### config.mk
export PLATFORM = sky130hd
export DESIGN_NAME = mult_arbiter
export DESIGN_NICKNAME = d
export VERILOG_FILES = /design/src/rtl/mult_arb_pkg.sv /design/src/rtl/rr_pick.sv /design/src/rtl/mult_arbiter.sv
export SDC_FILE = /design/constraint.sdc
export NUM_CORES = 1
export LEC_CHECK = 0
export ABC_AREA = 1
export BUFFER_PORTS_ARGS = -buffer_cell sky130_fd_sc_hd__buf_2
export CORE_ASPECT_RATIO = 0.6
export CORE_MARGIN = 4
export CORE_UTILIZATION = 25
export CTS_CLUSTER_DIAMETER = 80
export DETAILED_ROUTE_END_ITERATION = 7
export SLEW_MARGIN = 20
export SYNTH_ARGS = -nofsm -noshare
export SYNTH_HDL_FRONTEND = slang
export SYNTH_SLANG_ARGS = --single-unit
### constraint.sdc
create_clock -name clk -period 4.9 [get_ports clk]
set_clock_uncertainty 0.05 [all_clocks]
set_input_delay 1.47 -clock clk [delete_from_list [all_inputs] [get_ports clk]]
set_output_delay 1.47 -clock clk [all_outputs]
set_load 0.02 [all_outputs]
### src/rtl/mult_arb_pkg.sv
// Shared types and widths for the multiplier arbiter: FSM encoding,
// operand/result widths and requester-index width.
package mult_arb_pkg;

    localparam int OPW  = 16;
    localparam int RESW = 32;
    localparam int IDW  = 3;

    typedef enum logic [1:0] {
        ST_IDLE  = 2'd0,
        ST_ISSUE = 2'd1,
        ST_WAIT  = 2'd2,
        ST_DONE  = 2'd3
    } arb_state_e;

endpackage

### src/rtl/rr_pick.sv
// Round-robin picker: first set request bit at or after ptr_i, wrapping
// from NREQ-1 back to 0.
module rr_pick
    import mult_arb_pkg::*;
#(
    parameter int NREQ = 4
) (
    input  logic [NREQ-1:0] req_i,
    input  logic [IDW-1:0]  ptr_i,
    output logic [IDW-1:0]  winner_o,
    output logic            any_o
);

    always_comb begin
        int              idx;
        logic [NREQ-1:0] sh;
        winner_o = '0;
        any_o    = 1'b0;
        idx      = 0;
        sh       = '0;
        for (int k = 0; k < NREQ; k++) begin
            idx = int'(ptr_i) + k;
            if (idx >= NREQ) idx = idx - NREQ;
            sh = req_i >> idx;
            if (!any_o && sh[0]) begin
                winner_o = IDW'(idx);
                any_o    = 1'b1;
            end
        end
    end

endmodule

### src/rtl/mult_arbiter.sv
// Round-robin arbiter sharing one external booth_mult between NREQ
// requesters, with a per-operation timeout that aborts a stuck multiply.
module mult_arbiter
    import mult_arb_pkg::*;
#(
    parameter int NREQ    = 4,
    parameter int TIMEOUT = 64
) (
    input  logic                 clk,
    input  logic                 rst,
    input  logic [NREQ-1:0]      req_i,
    input  logic [OPW*NREQ-1:0]  op_a_i,
    input  logic [OPW*NREQ-1:0]  op_b_i,
    output logic [NREQ-1:0]      gnt_o,
    output logic                 res_valid_o,
    output logic [IDW-1:0]       res_id_o,
    output logic [RESW-1:0]      res_o,
    output logic                 res_err_o,
    output logic                 busy_o,
    output logic                 mul_en_o,
    output logic [OPW-1:0]       mul_a_o,
    output logic [OPW-1:0]       mul_b_o,
    input  logic [RESW-1:0]      mul_r_i,
    input  logic                 mul_busy_i
);

    localparam int             CW     = $clog2(TIMEOUT + 1);
    localparam logic [CW-1:0]  TO_LIM = CW'(TIMEOUT);

    arb_state_e       state_q;
    logic [IDW-1:0]   ptr_q, ptr_d, id_q, res_id_q;
    logic [CW-1:0]    cnt_q, cnt_d;
    logic [NREQ-1:0]  gnt_q;
    logic             res_valid_q, res_err_q, busy_q, mul_en_q;
    logic [RESW-1:0]  res_q;
    logic [OPW-1:0]   mul_a_q, mul_b_q;
    logic [IDW-1:0]   pick_idx;
    logic             pick_any;
    logic             timeout_hit;

    rr_pick #(.NREQ(NREQ)) u_pick (
        .req_i    (req_i),
        .ptr_i    (ptr_q),
        .winner_o (pick_idx),
        .any_o    (pick_any)
    );

    assign ptr_d       = (pick_idx == IDW'(NREQ - 1)) ? '0 : pick_idx + 1'b1;
    assign cnt_d       = cnt_q + 1'b1;
    assign timeout_hit = (cnt_d == TO_LIM);

    always_ff @(posedge clk) begin
        if (rst) begin
            state_q     <= ST_IDLE;
            ptr_q       <= '0;
            id_q        <= '0;
            cnt_q       <= '0;
            gnt_q       <= '0;
            res_valid_q <= 1'b0;
            res_id_q    <= '0;
            res_q       <= '0;
            res_err_q   <= 1'b0;
            busy_q      <= 1'b0;
            mul_en_q    <= 1'b0;
            mul_a_q     <= '0;
            mul_b_q     <= '0;
        end else begin
            gnt_q       <= '0;
            res_valid_q <= 1'b0;
            unique case (state_q)
                ST_IDLE: begin
                    if (pick_any) begin
                        state_q  <= ST_ISSUE;
                        ptr_q    <= ptr_d;
                        id_q     <= pick_idx;
                        gnt_q    <= NREQ'(1) << pick_idx;
                        mul_a_q  <= op_a_i[int'(pick_idx)*OPW +: OPW];
                        mul_b_q  <= op_b_i[int'(pick_idx)*OPW +: OPW];
                        cnt_q    <= '0;
                        busy_q   <= 1'b1;
                        mul_en_q <= 1'b1;
                    end
                end
                ST_ISSUE: begin
                    cnt_q <= cnt_d;
                    if (timeout_hit) begin
                        state_q     <= ST_DONE;
                        mul_en_q    <= 1'b0;
                        res_q       <= '0;
                        res_err_q   <= 1'b1;
                        res_valid_q <= 1'b1;
                        res_id_q    <= id_q;
                    end else if (mul_busy_i) begin
                        state_q  <= ST_WAIT;
                        mul_en_q <= 1'b0;
                    end
                end
                ST_WAIT: begin
                    cnt_q <= cnt_d;
                    // A finished product wins over a timeout landing on the same cycle.
                    if (!mul_busy_i) begin
                        state_q     <= ST_DONE;
                        res_q       <= mul_r_i;
                        res_err_q   <= 1'b0;
                        res_valid_q <= 1'b1;
                        res_id_q    <= id_q;
                    end else if (timeout_hit) begin
                        state_q     <= ST_DONE;
                        res_q       <= '0;
                        res_err_q   <= 1'b1;
                        res_valid_q <= 1'b1;
                        res_id_q    <= id_q;
                    end
                end
                ST_DONE: begin
                    state_q <= ST_IDLE;
                    busy_q  <= 1'b0;
                end
                default: state_q <= ST_IDLE;
            endcase
        end
    end

    assign gnt_o       = gnt_q;
    assign res_valid_o = res_valid_q;
    assign res_id_o    = res_id_q;
    assign res_o       = res_q;
    assign res_err_o   = res_err_q;
    assign busy_o      = busy_q;
    assign mul_en_o    = mul_en_q;
    assign mul_a_o     = mul_a_q;
    assign mul_b_o     = mul_b_q;

endmodule

# Word-level counts from Yosys, hierarchy flattened
# Cells that the tools add are included.
classes:
  muxes: 38
  n_bitwise: 2
  n_reduce_logical: 18
  addsub: 9
  n_shift: 7
  n_eq_ne: 8
  n_lt_le_gt_ge: 4
ops:
  columns: ["cell", "count"]
  rows:
  - ["32-bit 2-to-1 mux", 6]
  - ["64-bit by 8-bit variable part select with 16-bit output", 2]
  - ["4-bit by 32-bit >> shifter with 1-bit output", 4]
  - ["32-bit by 4-bit greater-or-equal comparator with 1-bit output, second input constant", 3]
  - ["32-bit by 4-bit subtractor with 32-bit output, second input constant", 3]
  - ["32-bit case mux with 2 select lines", 1]
  - ["3-bit 2-to-1 mux", 7]
  - ["7-bit case mux with 2 select lines", 1]
  - ["1-bit 2-to-1 mux", 11]
  - ["2-bit 2-to-1 mux", 5]
  - ["3-bit by 2-bit adder with 4-bit output, second input constant", 2]
  - ["1-bit case mux with 2 select lines", 4]
  - ["2-bit case mux with 4 select lines", 1]
  - ["2-bit nonzero test", 4]
  - ["7-bit by 1-bit adder with 7-bit output, second input constant", 1]
  - ["7-bit == test, second input constant", 1]
  - ["7-bit 2-to-1 mux", 1]
  - ["3-bit inequality test, second input constant", 2]
  - ["3-bit case mux with 2 select lines", 1]
  - ["2-bit AND reduction", 3]
  - ["3-bit AND reduction", 2]
  - ["3-bit by 1-bit adder with 4-bit output, second input constant", 1]
  - ["2-bit == test, second input constant", 2]
  - ["1-bit by 3-bit left shift with 4-bit output, first input constant", 1]
  - ["other kinds (12)", 17]
word_totals:
  ff_bits: 90
  in_bits: 167
  out_inout_bits: 75
  word_cells: 99

# Logic depth before layout (Yosys ltp)
# Gate-level depths: netlist of the first run.
depth:
  word_depth: 15
  depth_mapped: 17
  ltp_nobuf: 16

# By module
# From an unflattened synthesis of the first run, not the netlist that was laid out.
unflattened:
  hier_cells: 694
  hier_area_um2: 4727.0
by_module_without_submodules:
  columns: ["module", "area_per_inst_um2", "n_inst", "cells_per_inst", "seq_area_each_um2"]
  rows:
  - ["mult_arbiter", 4416.7, 1, 636, 1801.7]
  - ["rr_pick", 310.3, 1, 58, 0.0]

# Worst setup path before layout of the first run
# No wires, ideal clock.
synth_path:
  kind: "input to register"
  startpoint: "input port req_i[1]"
  endpoint: "register ptr_q[1]"
  n_path_buf: 1
  path_slack_ns: 1.852
  cell_stages: 12
  arrival_time_ns: 2.879
  cell_sequence: "nand2_1 o21ai_2 o21ai_4 nand4_1 nor2_1 inv_1 nand2_2 inv_2 buf_4 ha_1 o21ai_0 a21oi_1"
synth_between:
  elab_chain_cells: 13
synth_lines:
  columns: ["item", "line_no", "text"]
  rows:
  - ["from (decl)", "mult_arbiter.sv:11", "input logic [NREQ-1:0] req_i,"]
  - ["4-bit by 32-bit >> shifter with 1-bit output", "rr_pick.sv:24", "sh = req_i >> idx;"]
  - ["1-bit 2-to-1 mux", "rr_pick.sv:25", "if (!any_o && sh[0]) begin"]
  - ["1-bit zero test", "rr_pick.sv:25", null]
  - ["1-bit logical AND", "rr_pick.sv:25", null]
  - ["1-bit 2-to-1 mux", "rr_pick.sv:25", null]
  - ["1-bit zero test", "rr_pick.sv:25", null]
  - ["1-bit logical AND", "rr_pick.sv:25", null]
  - ["1-bit 2-to-1 mux", "rr_pick.sv:25", null]
  - ["1-bit zero test", "rr_pick.sv:25", null]
  - ["1-bit logical AND", "rr_pick.sv:25", null]
  - ["3-bit 2-to-1 mux *", "rr_pick.sv:25", null]
  - ["named net pick_idx[1]", "mult_arbiter.sv:37", "logic [IDW-1:0] pick_idx;"]
  - ["3-bit by 1-bit adder with 3-bit output / 3-bit by 2-bit == test with 1-bit output (equally long branches)", "mult_arbiter.sv:48", "assign ptr_d = (pick_idx == IDW'(NREQ - 1)) ? '0 : pick_idx + 1'b1;"]
  - ["3-bit 2-to-1 mux *", "mult_arbiter.sv:48", null]
  - ["named net ptr_d[1]", "mult_arbiter.sv:31", "logic [IDW-1:0] ptr_q, ptr_d, id_q, res_id_q;"]
  - ["to (signal assigned)", "mult_arbiter.sv:74", "ptr_q <= ptr_d;"]
  - ["to (decl)", "mult_arbiter.sv:31", null]
# Mark *: on every way through the listed nets, which the timed path passes. The rest lies on a longest branch.
# A chain may end at the register's enable or synchronous reset.

# Worst setup path in the final report of the first run
layout_path:
  startpoint: "input port req_i[0]"
  endpoint: "register mul_a_q[4] (netlist: mul_a_o[4])"
layout_between:
  elab_chain_cells: 12
layout_lines:
  columns: ["item", "line_no", "text"]
  rows:
  - ["4-bit by 32-bit >> shifter with 1-bit output", "rr_pick.sv:24", null]
  - ["1-bit 2-to-1 mux", "rr_pick.sv:25", null]
  - ["1-bit zero test", "rr_pick.sv:25", null]
  - ["1-bit logical AND", "rr_pick.sv:25", null]
  - ["1-bit 2-to-1 mux", "rr_pick.sv:25", null]
  - ["1-bit zero test", "rr_pick.sv:25", null]
  - ["1-bit logical AND", "rr_pick.sv:25", null]
  - ["1-bit 2-to-1 mux", "rr_pick.sv:25", null]
  - ["1-bit zero test", "rr_pick.sv:25", null]
  - ["1-bit logical AND", "rr_pick.sv:25", null]
  - ["3-bit 2-to-1 mux / 1-bit 2-to-1 mux (equally long branches)", "rr_pick.sv:25", null]
  - ["64-bit by 8-bit variable part select with 16-bit output / 2-bit AND reduction (equally long branches)", null, null]
  - ["to (signal assigned)", "mult_arbiter.sv:77", "mul_a_q <= op_a_i[int'(pick_idx)*OPW +: OPW];"]
  - ["to (decl)", "mult_arbiter.sv:36", "logic [OPW-1:0] mul_a_q, mul_b_q;"]
# Several ways; a longest one is shown, not always the timed one.

==> out/results.tsv, run 1 <==
stage	metric	value	unit
run_status	outcome	complete, no violations	
pwr	vdd_drop_max	364	uV
cells_and_area	final_common_cell	buf_2	
logic_synthesis	ys_ff_latch	90	
setup_path	crit_chain	buf_2 > inv_1 > o21ai_2 > nand2_1 > nand2_2 > inv_2 > nand4_4 > nand2_2 > inv_2 > buf_4 > nand3_1 > nand2_1 > inv_1	
logic_synthesis	yosys.area_share.simple	37.7	%
pwr	seqPwrFrac	20.9	%
cells_and_area	diodes	0	
sta	finalCritPeriodShare	68.1	%
cells_and_area	syn_to_final_growth	29.6	%
die	dieArea	0.0254	mm^2
sta	tns	0	ns
pwr	p_switching	2.69	mW
sta	holdWs	0.394	ns
grt	grt_max_degree	68	
cts	cts_tree	done	
setup_path	crit_family	buffers and inverters	
logic_synthesis	syn_inst	963	
setup_path	reg2reg_from	ptr_q[0]	
logic_synthesis	synth_xor_area_share	0.461	%
sta	setup_viol	0	
grt	grt_usage	15.2	%
logic_synthesis	synthMuxAreaShare	0	%
detailed_routing	drt-vias-per-instance	4.39	
setup_path	r2r_cells	14	
cts	cts-resized-gates	0	
setup_path	critPathSlowestCell	inv_2	
logic_synthesis	syn_area_per_cell	5.92	um^2
pwr	cell_internal_pwr	2.27	mW
logic_synthesis	synth_top_family_by_area	simple AND/OR/NAND/NOR gates	
worst_hold_path	holdPathEnd	id_q[2]	
cts	h-tree-depth	3	
logic_synthesis	synthAdderAreaFrac	1.76	%
logic_synthesis	synth_top_flop_cell	dfxtp_1	
sta	worst_slew_pin_slew	0.857	ns
cts	clockBufferDepth	2	
place	portBuffers	241	
logic_synthesis	yosys_warnings	0	
logic_synthesis	yosysTopAreaCell	dfxtp_1	
worst_hold_path	hp-start	id_q[2]	
setup_path	crit_path_end_kind	flip-flop	
detailed_routing	totalWireLength	19.4	mm
setup_path	critPathMaxFanout	46	
detailed_routing	ant_nets	0	
sta	clock.fmax	0.300	GHz
place	dp.cells	1468	
pwr	p_comb_share	65.3	%
logic_synthesis	synth.net_count	1138	
pwr	netSwitchingFraction	54.3	%
setup_path	r2r_slack	1.70	ns
setup_path	crit_arrival	3.54	ns
sta	setup_slack	1.57	ns
logic_synthesis	synth_compound_area_share	9.24	%
detailed_routing	wl_per_cell	13.1	um
grt	grt_pass1_wl	31.7	mm
cells_and_area	postLayoutCoreUtil	33.2	%
die	core	0.0222	mm^2
detailed_routing	vias	6514	
detailed_routing	drc	0	
grt	overflow	0	
die	die_x	203	um
logic_synthesis	ys_seq_area_share	31.6	%
logic_synthesis	netlist.area_leader.share	31.6	%
cts	numCtsBuffers	9	
cts	post-cts-setup-buffers	0	
grt	antenna_found_initial	0	
worst_hold_path	holdCritPathClass	flip-flop to flip-flop	
sta	drv_slew	0	
sta	fin_crit	3.33	ns
place	gp_congestion	0.811	
setup_path	timing.rr.end	mul_a_o[4]	
sta	hold_viol_final	0	
pwr	p_leak	4.18	nW
sta	max_slew_margin	42.8	%
setup_path	cp.required	5.10	ns
pwr	power_frac_clock	13.8	%
cts	cts_root_buf	clkbuf_16	
detailed_routing	drt_first_pass_iters	5	
cts	cts_hold_buf	0	
logic_synthesis	netlist_top_cells_area	dfxtp_1 (32%), nand3_1 (15%), inv_1 (14%), nand2_1 (14%), o21ai_0 (6.8%)	
place	dp_slack	1.20	ns
setup_path	critPathLaunchType	primary input	
worst_hold_path	hold_depth	2	
cells_and_area	fin_cells	1484	
cells_and_area	drive_gt1_share	24.5	%
grt	first_global_vias	6203	
pwr	p_per_area	671	mW/mm^2
die	rows	42	
cts	clkSinkCount	90	
sta	rsz0062_at_grt	no	
logic_synthesis	syn_area	0.00570	mm^2
die	initial_utilization	25.6	%
cells_and_area	final_nets	1346	
die	die_y	125	um
cts	clk_latency	0.35	ns
logic_synthesis	synthArstFlopShare	0	%
place	dpl.hpwl	14.4	mm
setup_path	worst_path_largest_cell_delay	0.63	ns
logic_synthesis	synth.distinct_cells	30	
die	pin_count	242	
flow_run	maxCapViolations	0	
logic_synthesis	synth_edf_count	0	
setup_path	criticalPathCategory	primary input to flip-flop	
detailed_routing	first_iter_violations	331	
cts	clkTransAtPathRegs	0.07	ns
setup_path	path_buf_inv	6	
cells_and_area	final_cell_mix	buf_2 (241), inv_1 (212), nand2_1 (206)	
## worst min-delay path, cell delays in order (launching register included)
cell and delay, ns:
dfxtp_1 0.31, nand2_1 0.06, nor2_1 0.04
## synth_stat cells, drive strengths merged (2+ instances only)
| master | instances |
|---|---|
| nand3 | 179 |
| xor2 | 3 |
| ha | 8 |
| clkbuf | 23 |
| nand4 | 6 |
| o21ai | 79 |
| a21oi | 16 |
| nor2 | 90 |
| buf | 30 |
| nand3b | 2 |
| nor3 | 2 |
| inv | 218 |
| nand2 | 213 |
| dfxtp | 90 |
## how the worst max path moves through the flow
stage	start	cells past startpoint	endpoint	slack (ns)
floorplan	req_i[1]	12	ptr_q[1]	1.85
global placement	req_i[0]	13	mul_a_o[9]	1.26
detailed placement	req_i[0]	13	mul_a_o[4]	1.20
CTS	req_i[0]	13	mul_a_o[4]	1.58
global route	req_i[2]	13	mul_a_o[9]	1.31
finish	req_i[0]	13	mul_a_o[4]	1.57
## final cells by class
cell class | count | area [um^2]
fillers | 2476 | 14800
multi-input cells | 602 | 2810
flip-flops and latches | 90 | 1800
repair buffers | 250 | 1290
inverters | 218 | 818
well taps | 308 | 385
clock buffers | 9 | 225
clock inverters | 7 | 61.3
## cells by family (layout without fill, tap and decap cells)
group / after synthesis / count (layout)
buffers and inverters: 271 / 484
DFF: 90 / 90
and+or+nand+nor: 492 / 492
xor gates and xnor gates: 3 / 3
adders and majority gates: 8 / 8
AOI/OAI and AO/OA: 99 / 99
## flip-flops by register name, indices dropped and copies added (netlist names), 2 cells and up
name,flops
ptr_q,3
gnt_o,4
cnt_q,7
res_o,32
state_q,2
id_q,3
mul_a_o,16
res_id_o,3
mul_b_o,16
## layer usage
| layer | track usage (%) | vias to the layer above | wire, um |
|---|---|---|---|
| li1 | - | 3349 | - |
| met1 | 22.1 | 2978 | 9780 |
| met2 | 22.8 | 172 | 8310 |
| met3 | 3.60 | 15 | 1080 |
| met4 | 3.55 | 0 | 235 |
| met5 | 0 | - | 0 |
## through the flow
stage / power (mW) / instance area, um^2
after floorplan: 3.54 / 5700
after global placement: 4.30 / 7100
after detailed placement: 4.33 / 7100
after CTS: 5.04 / 7380
after global routing: 5.51 / 7380
final: 4.95 / 7380
## power by group through the flow
| stage | clock network, mW | registers [mW] | logic [mW] |
|---|---|---|---|
| global placement | 0 | 1.05 | 3.25 |
| CTS | 0.713 | 1.04 | 3.29 |
| finish | 0.682 | 1.04 | 3.23 |
| global route | 0.738 | 1.06 | 3.72 |
| floorplan | 0 | 1.20 | 2.34 |
| detailed placement | 0 | 1.05 | 3.27 |
Power figures use the tool's default switching activity.
==> inputs of run 2 (changes only) <==
ABC_AREA = 0   (was 1)
clock period = 3.1 ns   (was 4.9 ns; I/O delays follow)
==> out/results.tsv, run 2 <==
stage	metric	value	unit	change
run_status	outcome	complete, no violations		
cells_and_area	final_cell_mix	buf_2 (241), dfxtp_1 (90), mux2i_1 (73)		
grt	grt_max_degree	46		-32%
cells_and_area	final_common_cell	buf_2		
cts	cts-resized-gates	0		unchanged
logic_synthesis	syn_area_per_cell	9.78	um^2	+65%
place	dpl.hpwl	10.4	mm	-27%
logic_synthesis	synthAdderAreaFrac	1.95	%	+0.20 points
logic_synthesis	synthArstFlopShare	0	%	unchanged
grt	grt_pass1_wl	22.4	mm	-29%
cts	cts_root_buf	clkbuf_16		
logic_synthesis	yosys_warnings	0		unchanged
sta	rsz0062_at_grt	no		
sta	finalCritPeriodShare	90.9	%	
grt	grt_usage	13.1	%	-2.1 points
detailed_routing	drt_first_pass_iters	5		unchanged
cells_and_area	postLayoutCoreUtil	36.7	%	+3.4 points
place	gp_congestion	0.780		-3.9%
grt	overflow	0		unchanged
logic_synthesis	synth_top_flop_cell	dfxtp_1		
die	die_y	112	um	-11%
setup_path	timing.rr.end	ptr_q[1]		
logic_synthesis	yosysTopAreaCell	dfxtp_1		
worst_hold_path	holdPathEnd	mul_b_o[2]		
setup_path	criticalPathCategory	primary input to flip-flop		
sta	setup_viol	0		unchanged
cells_and_area	num-fill-cells	1792		-28%
setup_path	critPathLaunchType	primary input		
sta	clock.fmax	0.355	GHz	
logic_synthesis	netlist_top_cells_area	dfxtp_1 (40%), mux2i_1 (16%), o221ai_2 (6.0%), a22oi_1 (5.9%), nor2_1 (3.9%)		
setup_path	crit_arrival	2.99	ns	-0.55 ns
logic_synthesis	syn_area	0.00449	mm^2	-21%
die	pin_count	242		unchanged
flow_run	maxCapViolations	0		unchanged
pwr	p_per_area	858	mW/mm^2	+28%
logic_synthesis	synth_edf_count	0		unchanged
logic_synthesis	synth.net_count	633		-44%
logic_synthesis	synth_top_family_by_area	compound AO/OA/AOI/OAI gates		
die	die_x	181	um	-11%
worst_hold_path	hp-start	mul_b_o[2]		
cts	clk_latency	0.33	ns	-0.02 ns
logic_synthesis	yosys.area_share.simple	13.7	%	-24 points
sta	drv_slew	0		unchanged
detailed_routing	vias	4299		-34%
die	dieArea	0.0202	mm^2	-20%
setup_path	crit_family	simple AND/OR/NAND/NOR gates		
detailed_routing	wl_per_cell	14.5	um	+11%
setup_path	path_buf_inv	2		-4
setup_path	worst_path_largest_cell_delay	0.50	ns	-0.13 ns
cts	clkTransAtPathRegs	0.07	ns	about the same
logic_synthesis	netlist.area_leader.share	40.2	%	+8.5 points
logic_synthesis	synthMuxAreaShare	17.8	%	+18 points
logic_synthesis	synth.distinct_cells	49		+63%
detailed_routing	ant_nets	0		unchanged
pwr	vdd_drop_max	330	uV	-9.3%
setup_path	critPathMaxFanout	6		-87%
die	core	0.0174	mm^2	-22%
detailed_routing	first_iter_violations	216		-35%
setup_path	reg2reg_from	ptr_q[0]		
cells_and_area	diodes	0		unchanged
cts	clkSinkCount	90		unchanged
sta	setup_slack	0.282	ns	-1.28 ns
cts	clockBufferDepth	2		unchanged
place	portBuffers	241		unchanged
logic_synthesis	ys_ff_latch	90		unchanged
cells_and_area	syn_to_final_growth	41.8	%	
cts	post-cts-setup-buffers	0		unchanged
grt	first_global_vias	4434		-29%
grt	antenna_found_initial	0		unchanged
place	placedInstanceArea	0.00607	mm^2	-14%
place	dp_slack	-0.0694	ns	-1.27 ns
setup_path	crit_path_end_kind	flip-flop		
cells_and_area	largest_reg_flops	32		unchanged
sta	worst_slew_pin_slew	0.551	ns	-0.307 ns
worst_hold_path	hold_depth	2		unchanged
cts	h-tree-depth	3		unchanged
setup_path	cp.required	3.27	ns	-1.83 ns
setup_path	crit_chain	buf_2 > or4_1 > a32o_2 > or3_1 > buf_4 > nor2b_1 > ha_1 > mux2i_1 > nor2_1		
cts	numCtsBuffers	9		unchanged
sta	holdWs	0.407	ns	+0.0131 ns
cells_and_area	final_nets	879		-35%
sta	max_slew_margin	63.2	%	+20 points
die	rows	37		-12%
worst_hold_path	holdCritPathClass	flip-flop to flip-flop		
setup_path	critPathSlowestCell	or4_1		
logic_synthesis	synth_compound_area_share	20.7	%	+11 points
setup_path	r2r_cells	10		-4
detailed_routing	drt-vias-per-instance	4.55		+3.7%
cells_and_area	drive_gt1_share	45.1	%	+21 points
logic_synthesis	synth_xor_area_share	0	%	-0.46 points
logic_synthesis	syn_inst	459		-52%
detailed_routing	totalWireLength	13.7	mm	-29%
sta	hold_viol_final	0		unchanged
cts	cts_hold_buf	0		unchanged
sta	tns	0	ns	unchanged
logic_synthesis	synthTopCellsByCount	dfxtp_1 (90), mux2i_1 (73), nor2_1 (47), nand2_1 (44), a22oi_1 (35)		
die	initial_utilization	25.8	%	+0.21 points
logic_synthesis	ys_seq_area_share	40.2	%	+8.5 points
pwr	p_leak	2.94	nW	-30%
cts	cts_tree	done		
sta	fin_crit	2.82	ns	
setup_path	r2r_slack	0.34	ns	-1.36 ns
logic_synthesis	synth_most_common_cell	dfxtp_1		
cells_and_area	stdcell_area	0.00636	mm^2	-14%
detailed_routing	drc	0		unchanged
## run 2: changes by cell type in the layout (fill, tap and decap cells not counted), sizes merged, moves of 4 or more
cell,before,now
mux2,0,4
nor2,90,47
mux2i,0,73
buf,250,272
nand4,6,0
nand3,179,5
nand2,213,45
nor2b,0,4
o221ai,0,33
a22oi,0,35
o21ai,79,10
and2,0,5
inv,221,13
## run 2: metal layers
layer | part of all wire (%) | track usage [%]
met1 | 50 | 18.9
met2 | 44 | 19.5
met3 | 5.8 | 3.36
met4 | 0.93 | 3.15
met5 | 0 | 0
## run 2: kinds of logic after synthesis
kind of cell,count (synthesis)
and+or+nand+nor,129
muxes,78
AOI/OAI and AO/OA,109
DFF,90
buffers and inverters,46
adders and majority gates,7
## run 2: area by class of cell
type	instances	area, um^2	area share, %
clock buffer	9	225	3.54
clock inverter	7	67.6	1.06
inverter	9	33.8	0.531
multi-input combinational	323	2440	38.4
sequential	90	1800	28.3
tap	234	293	4.60
timing repair buffer	272	1500	23.6
## run 2: tightest hold or removal path: stages, from the launching register on
cell,delay (ns)
dfxtp_1,0.32
nand2_1,0.05
o221ai_1,0.05
## run 2: power by group
part	switching, mW	internal, mW	total (mW)
combinational	1.56	1.31	2.86
sequential	0.113	1.38	1.50
clock	0.529	0.568	1.10
total	2.20	3.26	5.46
## run 2: worst max path at each step
stage                     startpoint     endpoint  slack (ns)  cells after the start
after floorplan             ptr_q[0]   mul_a_o[0]     -0.0007                     11
after global placement      req_i[1]  mul_b_o[10]       -0.07                      9
after detailed placement    req_i[1]   mul_b_o[4]       -0.07                      9
after CTS                   req_i[1]   mul_b_o[0]        0.28                      9
after global routing        req_i[1]   mul_b_o[9]        0.16                      8
final                       req_i[1]     ptr_q[1]        0.28                      9
## run 2: through the flow
stage                     power (mW)  std cells
final                           5.46        944
after global routing            5.85        944
after CTS                       5.55        944
after detailed placement        4.41        928
after global placement          4.40        928
after floorplan                 3.56        459
